`config.mk`:
```
export PLATFORM = sky130hd
export DESIGN_NAME = rd_capture
export DESIGN_NICKNAME = d
export VERILOG_FILES = /design/src/rtl/rd_capture.sv
export SDC_FILE = /design/constraint.sdc
export NUM_CORES = 1
export LEC_CHECK = 0
export CORE_MARGIN = 2
export CORE_UTILIZATION = 40
export DETAILED_ROUTE_END_ITERATION = 12
export PLACE_DENSITY = 0.69
export SYNTH_ARGS = -nofsm -noshare
export SYNTH_HDL_FRONTEND = slang
export SYNTH_SLANG_ARGS = --single-unit
```
`constraint.sdc`:
```
create_clock -name Clk -period 2.1 [get_ports Clk]
set_input_delay 0.21 -clock Clk [delete_from_list [all_inputs] [get_ports Clk]]
set_output_delay 0.21 -clock Clk [all_outputs]
set_load 0.05 [all_outputs]
```
`src/rtl/rd_capture.sv`:
```
// rd_capture: SDRAM read-data capture sequencer feeding a small show-ahead FIFO.
// After a read command the block waits for the CAS latency to expire, then
// samples dq_in on every cycle of the burst and pushes each beat into the FIFO.
// The host drains the FIFO with a valid/ready handshake.
// Optional feature: define RD_OVF_FLAG_EN to add a sticky overflow flag
// (rd_ovf) and its clear input (ovf_clr). Without it, beats that arrive
// while the FIFO is full are dropped silently.
module rd_capture #(
    parameter int DATA_W     = 32,
    parameter int FIFO_DEPTH = 4
) (
    input  logic              Clk,
    input  logic              Reset,
    input  logic              rd_start,
    input  logic [1:0]        burst_len,
    input  logic              cslt_end,
    input  logic [DATA_W-1:0] dq_in,
    output logic              rd_busy,
    output logic [DATA_W-1:0] rd_data,
    output logic              rd_valid,
    input  logic              rd_ready
`ifdef RD_OVF_FLAG_EN
    ,
    input  logic              ovf_clr,
    output logic              rd_ovf
`endif
);

    localparam int AW = $clog2(FIFO_DEPTH);
    localparam int CW = AW + 1;

    typedef enum logic [1:0] {
        IDLE  = 2'd0,
        WAIT  = 2'd1,
        BURST = 2'd2
    } state_t;

    state_t            state_q, state_d;
    logic [3:0]        beatsLeft_q, beatsLeft_d;
    logic [3:0]        decodedLen;
    logic              capture;
    logic              lastBeat;

    logic [DATA_W-1:0] fifoMem_q [FIFO_DEPTH];
    logic [AW-1:0]     wrPtr_q, wrPtr_d;
    logic [AW-1:0]     rdPtr_q, rdPtr_d;
    logic [CW-1:0]     count_q, count_d;
    logic              fifoFull;
    logic              pop;
    logic              pushAccept;

    // Burst code to beat count, and the per-cycle capture decision.
    // WAIT only looks at cslt_end once it is actually in WAIT, so a level
    // that was already high while idle never captures in the rd_start cycle.
    always_comb begin
        decodedLen = 4'd8;
        case (burst_len)
            2'b00:   decodedLen = 4'd1;
            2'b01:   decodedLen = 4'd2;
            2'b10:   decodedLen = 4'd4;
            default: decodedLen = 4'd8;
        endcase
        capture  = ((state_q == WAIT) && cslt_end) || (state_q == BURST);
        lastBeat = capture && (beatsLeft_q == 4'd1);
    end

    // Sequencer state and remaining-beat counter.
    always_ff @(posedge Clk or negedge Reset) begin
        if (!Reset) begin
            state_q     <= IDLE;
            beatsLeft_q <= 4'd0;
        end else begin
            state_q     <= state_d;
            beatsLeft_q <= beatsLeft_d;
        end
    end

    // Next-state logic; rd_start is only honoured in IDLE or on the final beat.
    always_comb begin
        state_d     = state_q;
        beatsLeft_d = beatsLeft_q;
        case (state_q)
            IDLE: begin
                if (rd_start) begin
                    state_d     = WAIT;
                    beatsLeft_d = decodedLen;
                end
            end
            WAIT, BURST: begin
                if (capture) begin
                    beatsLeft_d = beatsLeft_q - 4'd1;
                    if (lastBeat) begin
                        if (rd_start) begin
                            state_d     = WAIT;
                            beatsLeft_d = decodedLen;
                        end else begin
                            state_d = IDLE;
                        end
                    end else begin
                        state_d = BURST;
                    end
                end
            end
            default: begin
                state_d     = IDLE;
                beatsLeft_d = 4'd0;
            end
        endcase
    end

    // FIFO control: a beat is kept unless the FIFO is full with no pop this cycle.
    always_comb begin
        fifoFull   = (count_q == CW'(FIFO_DEPTH));
        rd_valid   = (count_q != '0);
        pop        = rd_valid && rd_ready;
        pushAccept = capture && (!fifoFull || pop);
        wrPtr_d    = pushAccept ? wrPtr_q + AW'(1) : wrPtr_q;
        rdPtr_d    = pop ? rdPtr_q + AW'(1) : rdPtr_q;
        count_d    = count_q;
        case ({pushAccept, pop})
            2'b10:   count_d = count_q + CW'(1);
            2'b01:   count_d = count_q - CW'(1);
            default: count_d = count_q;
        endcase
    end

    // FIFO pointers and occupancy; pointers wrap naturally at FIFO_DEPTH.
    always_ff @(posedge Clk or negedge Reset) begin
        if (!Reset) begin
            wrPtr_q <= '0;
            rdPtr_q <= '0;
            count_q <= '0;
        end else begin
            wrPtr_q <= wrPtr_d;
            rdPtr_q <= rdPtr_d;
            count_q <= count_d;
        end
    end

    // FIFO storage, cleared on reset so the head word reads as zero.
    always_ff @(posedge Clk or negedge Reset) begin
        if (!Reset) begin
            for (int i = 0; i < FIFO_DEPTH; i++) begin
                fifoMem_q[i] <= '0;
            end
        end else if (pushAccept) begin
            fifoMem_q[wrPtr_q] <= dq_in;
        end
    end

    assign rd_data = fifoMem_q[rdPtr_q];
    assign rd_busy = (state_q != IDLE);

`ifdef RD_OVF_FLAG_EN
    logic rdOvf_q;
    logic dropBeat;

    assign dropBeat = capture && fifoFull && !pop;

    // Sticky overflow flag; a drop in the same cycle as a clear wins.
    always_ff @(posedge Clk or negedge Reset) begin
        if (!Reset) begin
            rdOvf_q <= 1'b0;
        end else if (dropBeat) begin
            rdOvf_q <= 1'b1;
        end else if (ovf_clr) begin
            rdOvf_q <= 1'b0;
        end
    end

    assign rd_ovf = rdOvf_q;
`endif

endmodule

```
# == After elaboration in Yosys (flattened, before gate mapping) ==
# Cells that the tools add are included.
# word_totals
register_bits,141
inputBits,39
output_inout_bits,34
# op_classes
addsub,5
magnitude_cmp,3
n_eq_ne,10
n_mux,18
bitwise,2
reduce_logical,15
# ops
operator,n
bitwise mux 128 bit,1
2-to-1 mux 32 bit,3
binary-select mux 32 bit (select 2 bit),1
demux 32 bit (select 2 bit),1
2-to-1 mux 4 bit,4
case mux 4 bit (3 select lines),1
case mux 4 bit (2 select lines),1
== test 2 x 1 -> 1 bit (second input constant),3
== test 2 bit (second input constant),3
>= comparator 3 bit (second input constant),2
2-to-1 mux 2 bit,3
NOT 2 -> 3 bit,2
case mux 3 bit (2 select lines),1
logical AND 1 bit,5
adder 2 x 1 -> 2 bit (second input constant),2
== test 4 x 1 -> 1 bit (second input constant),1
zero test 2 bit,2
inequality test 2 bit (second input constant),2
case mux 2 bit (2 select lines),1
nonzero test 2 bit,2
subtractor 4 x 1 -> 4 bit (second input constant),1
adder 3 x 1 -> 3 bit (second input constant),1
== test 3 bit (second input constant),1
< comparator 3 x 1 -> 1 bit (second input constant),1
other kinds (7),8

# == Longest topological paths before layout ==
# depth
depth_word,7
mapped_depth,11
ltp_nobuf,11

# == Worst setup path before layout ==
# No wires, ideal clock.
# synth_path
path_kind,reg-to-reg
startpoint,reg count_q[1]
endpoint,reg count_q[1]
t_arrival_ns,2.117
required_ns,2.017
path_slack_ns,-0.100
stages_incl_launch_ff,7
n_path_buf,0
path_cell_list,dfrtp_1 or3_2 and2_1 ha_1 inv_1 fa_1 o21ai_0
# synth_between
elab_chain_cells,6
word_cells_on_any_way,12
# synth_rtl
item,line_no,text
start: declaration,47,"logic [CW-1:0] count_q, count_d;"
start signal: assignment,136,count_q <= count_d;
nonzero test 3 bit *,114,rd_valid = (count_q != '0);
net rd_valid,20,"output logic rd_valid,"
logical AND 1 bit *,115,pop = rd_valid && rd_ready;
net pop,49,logic pop;
logical OR 1 bit,116,pushAccept = capture && (!fifoFull || pop);
logical AND 1 bit,116,
== test 2 x 1 -> 1 bit / == test 2 bit (equally long branches),120,"case ({pushAccept, pop})"
case mux 3 bit (2 select lines) / nonzero test 2 bit (equally long branches),n/a,
# Mark *: on every way through the listed nets, which the timed path passes. The rest lies on a longest branch.
# A chain may end at the register's enable or synchronous reset.

# == Worst setup path after layout ==
# layout_path
startpoint,reg rdPtr_q[0]
endpoint,out rd_data[11]
# layout_between
elab_chain_cells,4
# layout_rtl
item,line_no,text
start: declaration,46,"logic [AW-1:0] rdPtr_q, rdPtr_d;"
start signal: assignment,135,rdPtr_q <= rdPtr_d;
NOT 2 -> 3 bit (not written as such),151,assign rd_data = fifoMem_q[rdPtr_q];
binary-select mux 32 bit (select 2 bit),151,
2-to-1 mux 32 bit (not written as such) (2 in a row),151,
end: declaration,19,"output logic [DATA_W-1:0] rd_data,"
# No other way between the ends. The select of a mux whose other input is x is not followed.

==> flow_summary.yaml <==
cts:
  numCtsBuffers: 17
  clk_latency_ps: 420
  cts_buffer_depth: 2
  clk_pin_slew_ps: 60
  cts_tree: "done"
  htree_num_levels: 4
  clock-sinks: 141
  root_buffer: "clkbuf_16"
floorplan:
  die_w_um: 137
  dieArea_mm2: 0.0189
  initial_core_util: 0.410
  coreArea_mm2: 0.0174
  num_io_pins: 73
  fp-row-count: 48
  dieHeight_um: 137
detailed_routing:
  drt_iter0_markers: 165
  num_vias: 3877
  postRouteAntennaNets: 0
  post_drt_wl_per_cell_um: 19.7
  vias_per_cell: 5.20
  drc: 0
  firstDrtPassIters: 4
  drt_wl_total_mm: 14.7
sta:
  setup_viol: 0
  period_needed_ps: 2060
  max_freq_mhz: 485
  slew_headroom: 0.674
  fin_crit_sh: 0.982
  final_max_slew_viol_count: 0
  worst_slew_pin_slew_ps: 491
  hold_ws_ps: 294
  finClkSkew_ps: 8.34
  final_hold_viol_count: 0
  rsz0062_at_grt: "true"
  setup_ws_ps: 37.9
synth:
  synth_seq_cells: 141
  synth_nets: 457
  synth-main-ff-cell: "dfrtp_1"
  synth_cell_types: 42
  netlist_area_mm2: 0.00711
  postSynthAreaPerCell_um2: 17.5
  seq_area_frac_synth: 0.496
  async_flop_share: 1.00
  postSynthCellCount: 406
  synth_edf_count: 0
  yosys_warnings: 0
global_route:
  grt_max_degree: 57
  grt_pass1_vias: 4261
  grt_overflow: 0
  antenna_found_initial: 0
  grt.total_usage: 0.167
  grt_pass1_wl_mm: 23.8
layout:
  final_cell_mix: "138 x dfrtp_1, 120 x mux2_4, 37 x clkdlybuf4s50_1, 32 x mux4_2, 27 x buf_4"
  finalNetCount: 560
  area_delta_synth_final_pct: 26.8
  drive_gt1_frac: 0.522
  final_common_cell: "dfrtp_1"
  instances_no_fill: 746
  antenna_cells: 0
  num-fill-cells: 1380
  finalCoreUtilization: 0.519
placement:
  dp_hpwl_mm: 9.37
  pre_cts_slack_ps: -116
  gp_congestion: 0.832
  placed_cells: 707
  portBuffers: 72
setup_path:
  cp-start-kind: "flip-flop"
  critPathArrivalTime_ps: 1850
  critPathMaxFanout: 17
  cp.required_ps: 1890
  crit_type: "reg -> out"
  cp-end-kind: "primary output"
min_path:
  min_path_type: "in -> async"
outcome:
  status: "complete, no violations"
job:
  drv_cap: 0
[flip-flops by register name, indices dropped and copies added (netlist names)]
register     cells
wrPtr_q          2
beatsLeft_q      4
fifoMem_q      128
rdPtr_q          2
count_q          3
state_q          2
[final timing paths]
check                              start              to  slack, ps  cells after the start
max                           rdPtr_q[0]     rd_data[11]         40                      3
min                                Reset  fifoMem_q[118]        290                      2
max reg2reg                   state_q[0]      count_q[2]         70                     11
min reg2reg                fifoMem_q[63]   fifoMem_q[63]        500                      1
max in group asynchronous          Reset   fifoMem_q[19]       1120                      3
min in group Clk           fifoMem_q[63]   fifoMem_q[63]        500                      1
[area by class of cell]
cell class / instances / area (µm²) / area share
well taps: 225 / 282 / 0.0312
repair buffers: 105 / 1260 / 0.140
clock buffers: 24 / 482 / 0.0535
inverters: 14 / 52.6 / 0.00583
multi-input cells: 230 / 3290 / 0.365
clock inverters: 7 / 113 / 0.0125
flip-flops and latches: 141 / 3530 / 0.392
[layer usage]
metal,track usage,routed length [µm],part of all wire,vias to the layer above
met5,0,0,0,-
met4,0.0544,195,0.013,0
met3,0.0467,781,0.053,20
met2,0.263,7180,0.49,109
met1,0.224,6560,0.45,2043
li1,-,-,-,1705
[per-stage QoR]
stage,instance area (µm²),setup TNS (ps)
6_report,9010,0
5_1_grt,9010,-148
4_1_cts,8890,0
3_5_place_dp,8240,-116
3_3_place_gp,8240,-30.3
2_1_floorplan,7120,0
[repair_timing]
| action | CTS | global route |
|---|---|---|
| buffers inserted | 2 | 3 |
| pin swaps | 1 | 2 |
| setup endpoints to repair | 21 | 13 |
| hold buffers | 1 | 0 |
| gates resized for setup | 5 | 19 |
| endpoints found under the hold margin | 45 | 0 |
| cloned | 1 | 1 |
[cell usage after synthesis, types with 2 or more instances]
cell type	n	area share
dfrtp_1	141	0.50
mux2_4	120	0.25
mux4_2	32	0.10
inv_1	14	0.0074
buf_12	12	0.034
ha_1	11	0.019
mux2_2	8	0.013
nand2_1	8	0.0042
buf_2	5	0.0035
clkbuf_1	4	0.0021
nand2_8	4	0.011
o21ai_0	4	0.0028
a21oi_1	3	0.0021
o32ai_1	3	0.0037
xnor2_1	3	0.0037
xor2_1	3	0.0037
a21o_1	2	0.0021
a22o_1	2	0.0025
nand2b_1	2	0.0018
nor2_1	2	0.0011
nor3_1	2	0.0014
[kinds of logic after synthesis]
kind of cell / after synthesis / share of synthesized area
flip-flops: 141 / 0.496
multiplexers: 160 / 0.368
buffers and inverters: 35 / 0.0468
AO/OA/AOI/OAI: 24 / 0.0252
XOR/XNOR: 6 / 0.00739
AND/OR/NAND/NOR: 28 / 0.0345
adder cells (fa/ha/maj): 12 / 0.0222
[worst max-delay path: stages (launching register included)]
cell and delay [ps]:
dfrtp_2 460, buf_16 230, mux4_2 560, buf_12 170
Power is left out: the tool's default activity adds up to more than one toggle a clock period on the data nets, which glitch-free logic cannot reach.
